===== src/rtl/magma_decrypt.sv =====
// Magma (GOST R 34.12-2015) single-block decryptor, start/busy/done handshake.
// 3-phase rounds (latency 97); build option MAGMA_DEC_FAST_ROUND_EN gives one round per cycle (latency 33).
module magma_decrypt #(
   parameter int KEY_LATCH = 1
) (
   input  logic         clk,
   input  logic         reset_,
   input  logic         start,
   input  logic [63:0]  data_in,
   input  logic [255:0] key,
   output logic [63:0]  data_out,
   output logic         done,
   output logic         busy
);

   typedef enum logic [1:0] {ST_IDLE, ST_ROUND, ST_FINAL} state_t;

   // Packed so that PI[j] is table pi_j; entry v sits at nibble (15 - v).
   localparam logic [7:0][63:0] PI = {
      64'h17ed05834fa69cb2, 64'h8e25691cf4b0da37,
      64'h5df692cab78143e0, 64'h7f5a816d093eb42c,
      64'hc821d4f670a53e9b, 64'hb3582fade174c960,
      64'h68239a5c1e47bd0f, 64'hc462a5b9e8d703f1
   };

   function automatic logic [31:0] sbox(input logic [31:0] x);
      logic [31:0] y;
      y = '0;
      for (int j = 0; j < 8; j++) begin
         y[4*j +: 4] = PI[j][4*(15 - int'(x[4*j +: 4])) +: 4];
      end
      return y;
   endfunction

   function automatic logic [31:0] rotl11(input logic [31:0] x);
      return {x[20:0], x[31:21]};
   endfunction

   state_t        state_q, state_d;
   logic [31:0]   l_q, l_d, r_q, r_d;
   logic [4:0]    round_q, round_d;
   logic [63:0]   data_out_q, data_out_d;
   logic          done_q, done_d;
   logic [255:0]  key_q, key_d;
`ifndef MAGMA_DEC_FAST_ROUND_EN
   logic [31:0]   t_q, t_d;
   logic [1:0]    phase_q, phase_d;
`endif

   logic [255:0]  key_sel;
   logic [2:0]    kidx;
   logic [31:0]   rk;

   // Rounds 0..7 walk K1..K8, every later round walks K8..K1.
   assign key_sel = (KEY_LATCH != 0) ? key_q : key;
   assign kidx    = (round_q[4:3] == 2'b00) ? round_q[2:0] : ~round_q[2:0];
   assign rk      = key_sel[32*(7 - int'(kidx)) +: 32];

   always_comb begin
      state_d    = state_q;
      l_d        = l_q;
      r_d        = r_q;
      round_d    = round_q;
      data_out_d = data_out_q;
      done_d     = 1'b0;
      key_d      = key_q;
`ifndef MAGMA_DEC_FAST_ROUND_EN
      t_d        = t_q;
      phase_d    = phase_q;
`endif
      case (state_q)
         ST_IDLE: begin
            if (start) begin
               l_d     = data_in[63:32];
               r_d     = data_in[31:0];
               round_d = 5'd0;
`ifndef MAGMA_DEC_FAST_ROUND_EN
               phase_d = 2'd0;
`endif
               if (KEY_LATCH != 0) key_d = key;
               state_d = ST_ROUND;
            end
         end
         ST_ROUND: begin
`ifdef MAGMA_DEC_FAST_ROUND_EN
            r_d     = l_q ^ rotl11(sbox(r_q + rk));
            l_d     = r_q;
            round_d = round_q + 5'd1;
            if (round_q == 5'd31) state_d = ST_FINAL;
`else
            case (phase_q)
               2'd0: begin
                  t_d     = r_q + rk;
                  phase_d = 2'd1;
               end
               2'd1: begin
                  t_d     = sbox(t_q);
                  phase_d = 2'd2;
               end
               default: begin
                  r_d     = l_q ^ rotl11(t_q);
                  l_d     = r_q;
                  round_d = round_q + 5'd1;
                  phase_d = 2'd0;
                  if (round_q == 5'd31) state_d = ST_FINAL;
               end
            endcase
`endif
         end
         ST_FINAL: begin
            // Every round swapped halves, so the output swap undoes the last one.
            data_out_d = {r_q, l_q};
            done_d     = 1'b1;
            state_d    = ST_IDLE;
         end
         default: state_d = ST_IDLE;
      endcase
   end

   always_ff @(posedge clk or negedge reset_) begin
      if (!reset_) begin
         state_q    <= ST_IDLE;
         l_q        <= '0;
         r_q        <= '0;
         round_q    <= '0;
         data_out_q <= '0;
         done_q     <= 1'b0;
         key_q      <= '0;
`ifndef MAGMA_DEC_FAST_ROUND_EN
         t_q        <= '0;
         phase_q    <= '0;
`endif
      end else begin
         state_q    <= state_d;
         l_q        <= l_d;
         r_q        <= r_d;
         round_q    <= round_d;
         data_out_q <= data_out_d;
         done_q     <= done_d;
         key_q      <= key_d;
`ifndef MAGMA_DEC_FAST_ROUND_EN
         t_q        <= t_d;
         phase_q    <= phase_d;
`endif
      end
   end

   assign data_out = data_out_q;
   assign done     = done_q;
   assign busy     = (state_q != ST_IDLE);

endmodule


===== config.mk =====
export PLATFORM = sky130hd
export DESIGN_NAME = magma_decrypt
export DESIGN_NICKNAME = d
export VERILOG_FILES = /design/src/rtl/magma_decrypt.sv
export SDC_FILE = /design/constraint.sdc
export NUM_CORES = 1
export LEC_CHECK = 0
export BUFFER_PORTS_ARGS = -buffer_cell sky130_fd_sc_hd__buf_2
export CORE_MARGIN = 5
export CORE_UTILIZATION = 57
export DETAILED_ROUTE_END_ITERATION = 12
export PLACE_DENSITY = 0.81
export SETUP_SLACK_MARGIN = 0.05
export SLEW_MARGIN = 20
export SYNTH_ARGS = -nofsm -noshare
export SYNTH_HDL_FRONTEND = slang
export SYNTH_SLANG_ARGS = --single-unit

===== constraint.sdc =====
create_clock -name clk -period 4.3 [get_ports clk]
set_input_delay 0.43 -clock clk [delete_from_list [all_inputs] [get_ports clk]]
set_output_delay 0.43 -clock clk [all_outputs]
set_load 0.005 [all_outputs]

==> metrics.txt, run 1 <==
final cell utilization of the core 0.686; ordered cell list for the critical path nor2_4 > xnor2_4 > buf_4 > buf_6 > mux4_1 > mux2_2 > ha_2 > nand4_1 > a211oi_4 > a311oi_4 > o31ai_4 > mux2i_1 > a31oi_1; sequential area share after synthesis 0.477; average wire length per cell after detail routing 23.6 microns; post-CTS setup buffers 0; period utilisation layout 0.941; Clock Path Buffers 3; total count of hold-check failures in the final report 0; Hold Path Depth 2; NumNets Final 2585; cell type of the slowest stage on the worst timing path sky130_fd_sc_hd__mux4_1; clock insertion delay at the later pin of the skew report between 500 and 600 ps; worst reg2reg path depth 13; overall via count from detail_route 16500; kind of cell with the highest combined delay on the critical path multiplexers; total number of H-tree levels 2; vias in the first global route 17400; crit path time final 4050 ps; dpl cells 2661; Clock Pin Slew Worst Setup and Hold Paths around 60 ps; data required time at the worst endpoint 4730 ps; ranking of synthesized cells by instance count sky130_fd_sc_hd__dfrtp_1, sky130_fd_sc_hd__mux2_2, sky130_fd_sc_hd__nand2_1; count of different cell masters after synthesis 82; cts bufs inserted 46; reg-to-reg startpoint round_q[3]; number of instances in the synthesized netlist around 1800; warnings from Yosys 0; mean post-synth cell area 12.3 sq um; Detail Placement HPWL 48.0 mm; router iterations before antenna repair 5; Peak Freq 0.247 GHz; wire length of the first global-routing pass 101 mm; total placed instance area 24900 sq um; final max-slew violation count 0; count of buffers inserted at the top-level ports ~390; CTS root buffer sky130_fd_sc_hd__clkbuf_16; Layout Area Growth over Synthesis 19.1%; overall die area 43200 sq um; top_reg_cell synth sky130_fd_sc_hd__dfrtp_1; Crit path largest cell delay 580 ps; final routed DRC violation total 0; Iteration-0 DRC Markers roughly 1300; number of nets produced by synthesis 2212; Setup crit start kind flop; status finished clean; pin count of the biggest net entering global routing 154; clk_skew ~20 ps; Final Instance Count excl. Fillers 2759; hold path endpoint key_q[3]; share of the synthesized area in the top cell type 0.477; hold path startpoint key[3]; grt total ovfl 0; CTS tree built; leading area contributor after synthesis sky130_fd_sc_hd__dfrtp_1; peak fanout along the critical path 12; number of synthesized flops with an enable pin 0; setup repair after global routing missed its margin false; number of setup violations in the final report 0; synthesis-stage register bit count around 430; count of buffer and inverter cells on the critical path 2; asr flop ratio synth 1.00; IO Pins 389; critical setup path kind flop to flop; most used standard cell by instance count after synthesis sky130_fd_sc_hd__dfrtp_1; Setup crit end kind flop; Crit path arrival time ~4500 ps; remaining antenna violation count after routing 0; worst slew slack as a fraction of its limit 0.376; number of placement rows 72; core footprint ~39000 sq um; RePlAce Congestion 0.954; pin slew with the least headroom to its limit 936 ps; starting utilization of the core area 0.577; number of max-cap violations 0; register-to-register path setup slack 250 ps; design area 26600 sq um; post-synthesis instance area 22300 sq um; ratio of cells with drive above 1 in the final layout 0.432; setup total negative slack 0 ps; mean number of vias per cell 5.98; Sinks on Clock Net 426; worst min-delay path category input port to flop; Die Wd around 210 microns; post-detailed-routing wire length 65.1 mm; die span in y 208 microns; Critical R2R Capture t_q[30]; antenna violations before repair 17; global routing usage summed across all routing layers 0.296; top post-synthesis cells by area sky130_fd_sc_hd__dfrtp_1, sky130_fd_sc_hd__mux2_2, sky130_fd_sc_hd__mux4_2, sky130_fd_sc_hd__ha_1, sky130_fd_sc_hd__o21ai_0
-- what timing repair did --
item / 4_1_cts / 5_1_grt
gates resized for setup: 0 / 9
hold buffers: 1 / 0
endpoints found under the setup margin: 0 / 14
hold endpoints to repair: 42 / 0
-- logic make-up after synthesis --
family | count (synthesis) | synth area share
adders and majority gates | 70 | 0.0396
buffers and inverters | 167 | 0.0367
DFF | 426 | 0.477
and+or+nand+nor | 293 | 0.0580
AOI/OAI and AO/OA | 334 | 0.0928
xor gates and xnor gates | 60 | 0.0239
muxes | 469 | 0.272
-- metal layers --
metal  global-route usage  vias up  wire [microns]
li1                     -     7390               -
met5                    0        -              76
met3               0.0670      155            5060
met2                0.489      698           31700
met4                0.111       14            2450
met1                0.387     8254           25800
-- final cells by class --
type,instances,area (sq um)
clock buffers,60,1280
diodes,11,27.5
flip-flops and latches,426,10700
multi-input cells,1226,11000
clock inverters,26,320
inverters,43,161
well taps,518,648
repair buffers,449,2520
fillers,2826,12100
-- layout by cell type (no fill, tap or decap), types with 10 or more instances in the layout --
master / Yosys / final
sky130_fd_sc_hd__mux4_1: 21 / 21
sky130_fd_sc_hd__nand2_1: 130 / 130
sky130_fd_sc_hd__a211oi_1: 14 / 14
sky130_fd_sc_hd__clkbuf_16: 0 / 47
sky130_fd_sc_hd__buf_2: 27 / 387
sky130_fd_sc_hd__mux2_2: 355 / 355
sky130_fd_sc_hd__mux2i_1: 46 / 46
sky130_fd_sc_hd__o211ai_1: 10 / 10
sky130_fd_sc_hd__xnor2_1: 49 / 47
sky130_fd_sc_hd__ha_1: 69 / 68
sky130_fd_sc_hd__inv_1: 43 / 43
sky130_fd_sc_hd__a21oi_1: 99 / 96
sky130_fd_sc_hd__xor2_1: 10 / 10
sky130_fd_sc_hd__diode_2: 0 / 11
sky130_fd_sc_hd__buf_4: 2 / 50
sky130_fd_sc_hd__nand4_1: 12 / 12
sky130_fd_sc_hd__nand3_1: 12 / 12
sky130_fd_sc_hd__nor2_1: 81 / 81
sky130_fd_sc_hd__mux4_2: 47 / 47
sky130_fd_sc_hd__nor3_1: 15 / 15
sky130_fd_sc_hd__a31oi_1: 11 / 11
sky130_fd_sc_hd__o21ai_0: 126 / 126
sky130_fd_sc_hd__dfrtp_1: 426 / 426
sky130_fd_sc_hd__clkinv_2: 0 / 13
-- state kept, by name, summed over array words and instances (netlist names) --
| name | cells |
|---|---|
| l_q | 32 |
| round_q | 5 |
| r_q | 32 |
| done | 1 |
| phase_q | 2 |
| key_q | 256 |
| data_out | 64 |
| t_q | 32 |
| state_q | 2 |
-- worst max path at each step --
stage | startpoint | endpoint | cells after the start
floorplan | round_q[0] | t_q[20] | 15
global placement | round_q[3] | t_q[31] | 13
detailed placement | round_q[3] | t_q[18] | 14
CTS | round_q[3] | t_q[18] | 14
global route | round_q[3] | t_q[31] | 15
finish | round_q[3] | t_q[30] | 13
-- worst reg2reg max path, delay by kind of cell, from the launching register on --
kind                     cells  cell delay [ps]
multiplexers                 3             1130
XOR/XNOR                     1              150
flip-flops                   1              430
AO/OA/AOI/OAI                4              960
adder cells (fa/ha/maj)      1              430
buffers and inverters        2              430
AND/OR/NAND/NOR              2              380
-- through the flow --
stage                     hold slack, ps  setup slack, ps
after floorplan                      134              359
after global placement               472              179
after detailed placement             487              185
after CTS                           57.3              163
after global routing                67.6             67.1
final                               82.3              252
Power of run 1 is not shown: default switching activity piles up to over one toggle a cycle in this logic, so the estimate is an artifact.
==> inputs of run 2 (changes only) <==
--- a/config.mk
+++ b/config.mk
@@ -8,6 +8,7 @@
 export BUFFER_PORTS_ARGS = -buffer_cell sky130_fd_sc_hd__buf_2
 export CORE_MARGIN = 5
 export CORE_UTILIZATION = 57
+export CTS_BUF_LIST = sky130_fd_sc_hd__clkbuf_16
 export DETAILED_ROUTE_END_ITERATION = 12
 export PLACE_DENSITY = 0.81
 export SETUP_SLACK_MARGIN = 0.05
==> run 2 against run 1 <==
Against the previous run: fmax decreased by 0.29%; routed wire length decreased by 0.64%; clock-buffer cell count decreased by 13.
==> metrics.txt, run 2 (synthesis gave the netlist of run 1 again) <==
core footprint 38700 sq um (unchanged); Detail Placement HPWL 48.0 mm (unchanged); period utilisation layout 0.944 (+0.00273); design area 26500 sq um (-0.28%); critical setup path kind flop to flop; overall die area 43200 sq um (unchanged); final routed DRC violation total 0 (unchanged); Peak Freq 0.246 GHz (-0.29%); clock insertion delay at the later pin of the skew report 580 ps (about the same); wire length of the first global-routing pass 101 mm (-0.29%); total placed instance area 24900 sq um (unchanged); total number of H-tree levels 2 (unchanged); Die Wd 208 microns (unchanged); RePlAce Congestion 0.954 (unchanged); number of setup violations in the final report 0 (unchanged); CTS root buffer sky130_fd_sc_hd__clkbuf_16; Iteration-0 DRC Markers 1160 (-13%); router iterations before antenna repair 5 (unchanged); final max-slew violation count 0 (unchanged); placement-stage worst setup slack 185 ps (unchanged); post-detailed-routing wire length 64.7 mm (-0.64%); IO Pins 389 (unchanged); worst min-delay path category input port to flop; number of max-cap violations 0 (unchanged); remaining antenna violation count after routing 0 (unchanged); worst slew slack as a fraction of its limit 0.387 (+0.0107); NumNets Final 2585 (unchanged); number of placement rows 72 (unchanged); pin slew with the least headroom to its limit 920 ps (-16.1 ps); overall via count from detail_route 16500 (-0.30%); pin count of the biggest net entering global routing 154 (unchanged); grt total ovfl 0 (unchanged); antenna violations before repair 14 (-3); Crit path arrival time 4480 ps (about the same); die span in y 208 microns (unchanged); peak fanout along the critical path 17 (+5); most frequent cells in the layout sky130_fd_sc_hd__dfrtp_1, sky130_fd_sc_hd__buf_2, sky130_fd_sc_hd__mux2_2; starting utilization of the core area 0.577 (unchanged); Setup crit start kind flop; fin worst setup slack 240 ps (-11.7 ps); ratio of cells with drive above 1 in the final layout 0.430 (-0.00224); Clock Pin Slew Worst Setup and Hold Paths 60 ps (about the same); status finished clean; cts bufs inserted 46 (unchanged); Largest register FFs 256 (unchanged); total count of hold-check failures in the final report 0 (unchanged); layout filler cell count 2834 (+0.28%); largest register by flop count key_q; CTS tree built; count of buffers inserted at the top-level ports 388 (unchanged); Sinks on Clock Net 426 (unchanged); most common cell after layout, fill and taps aside sky130_fd_sc_hd__dfrtp_1; Setup crit end kind flop; clk_skew 18.6 ps (-1.48 ps); crit path time final 4060 ps (+11.7 ps); Layout Area Growth over Synthesis 18.7%; Clock Path Buffers 3 (unchanged); setup repair after global routing missed its margin false; mean number of vias per cell 5.98 (-0.15%); WHS 82.2 ps (-0.141 ps); data required time at the worst endpoint 4720 ps (about the same); setup total negative slack 0 ps (unchanged); average wire length per cell after detail routing 23.5 microns (-0.50%); global routing usage summed across all routing layers 0.295 (-0.000981); vias in the first global route 17400 (+0.11%)
## run 2: worst max-delay path, stage by stage (launching register included)
cell and delay (ps):
sky130_fd_sc_hd__dfrtp_1 430, sky130_fd_sc_hd__nor2_4 190, sky130_fd_sc_hd__xnor2_4 150, sky130_fd_sc_hd__buf_4 220, sky130_fd_sc_hd__buf_12 190, sky130_fd_sc_hd__mux4_1 560
sky130_fd_sc_hd__mux2_2 290, sky130_fd_sc_hd__ha_1 310, sky130_fd_sc_hd__and2b_4 200, sky130_fd_sc_hd__o2111ai_4 230, sky130_fd_sc_hd__a211oi_4 120, sky130_fd_sc_hd__a311oi_4 490
sky130_fd_sc_hd__o21ai_1 170, sky130_fd_sc_hd__xnor2_1 210, sky130_fd_sc_hd__o221ai_1 150
## run 2: per-stage QoR
stage          utilization  instances
2_1_floorplan            -       1819
3_3_place_gp         0.643       2661
3_5_place_dp         0.643       2661
4_1_cts              0.683       2748
5_1_grt              0.684       2752
6_report             0.684       2755
## run 2: worst paths after layout
path / slack (ps) / end / from / depth (start not counted)
setup / recovery: 240 / t_q[18] / round_q[3] / 14
hold / removal: 80 / key_q[87] / key[87] / 2
setup reg to reg: 240 / t_q[18] / round_q[3] / 14
hold reg to reg: 500 / data_out[37] / data_out[37] / 1
max in group asynchronous: 2720 / l_q[31] / reset_ / 3
min in group asynchronous: 520 / data_out[7] / reset_ / 2
## run 2: timing repair
action                                  in CTS  in global routing
gates resized for setup                      0                  9
endpoints found under the setup margin       0                 13
endpoints found under the hold margin       40                  0
hold buffers                                 1                  0
setup buffers                                0                  0
## run 2: final cells by class
type | count | area (sq um) | area share
sequential | 426 | 10700 | 0.402
inverter | 43 | 161 | 0.00609
timing repair buffer | 449 | 2520 | 0.0950
clock inverter | 39 | 369 | 0.0139
tap | 518 | 648 | 0.0244
multi-input combinational | 1226 | 11000 | 0.413
antenna | 7 | 17.5 | 0.000661
clock buffer | 47 | 1180 | 0.0444
## run 2: layer usage
| layer | part of all wire | GRT usage | vias up |
|---|---|---|---|
| met2 | 0.49 | 0.488 | 620 |
| met1 | 0.40 | 0.386 | 8288 |
| met5 | 0.0013 | 0 | - |
| met3 | 0.072 | 0.0676 | 157 |
| met4 | 0.035 | 0.107 | 14 |
| li1 | - | - | 7383 |
Power of run 2 is left out for the same reason.
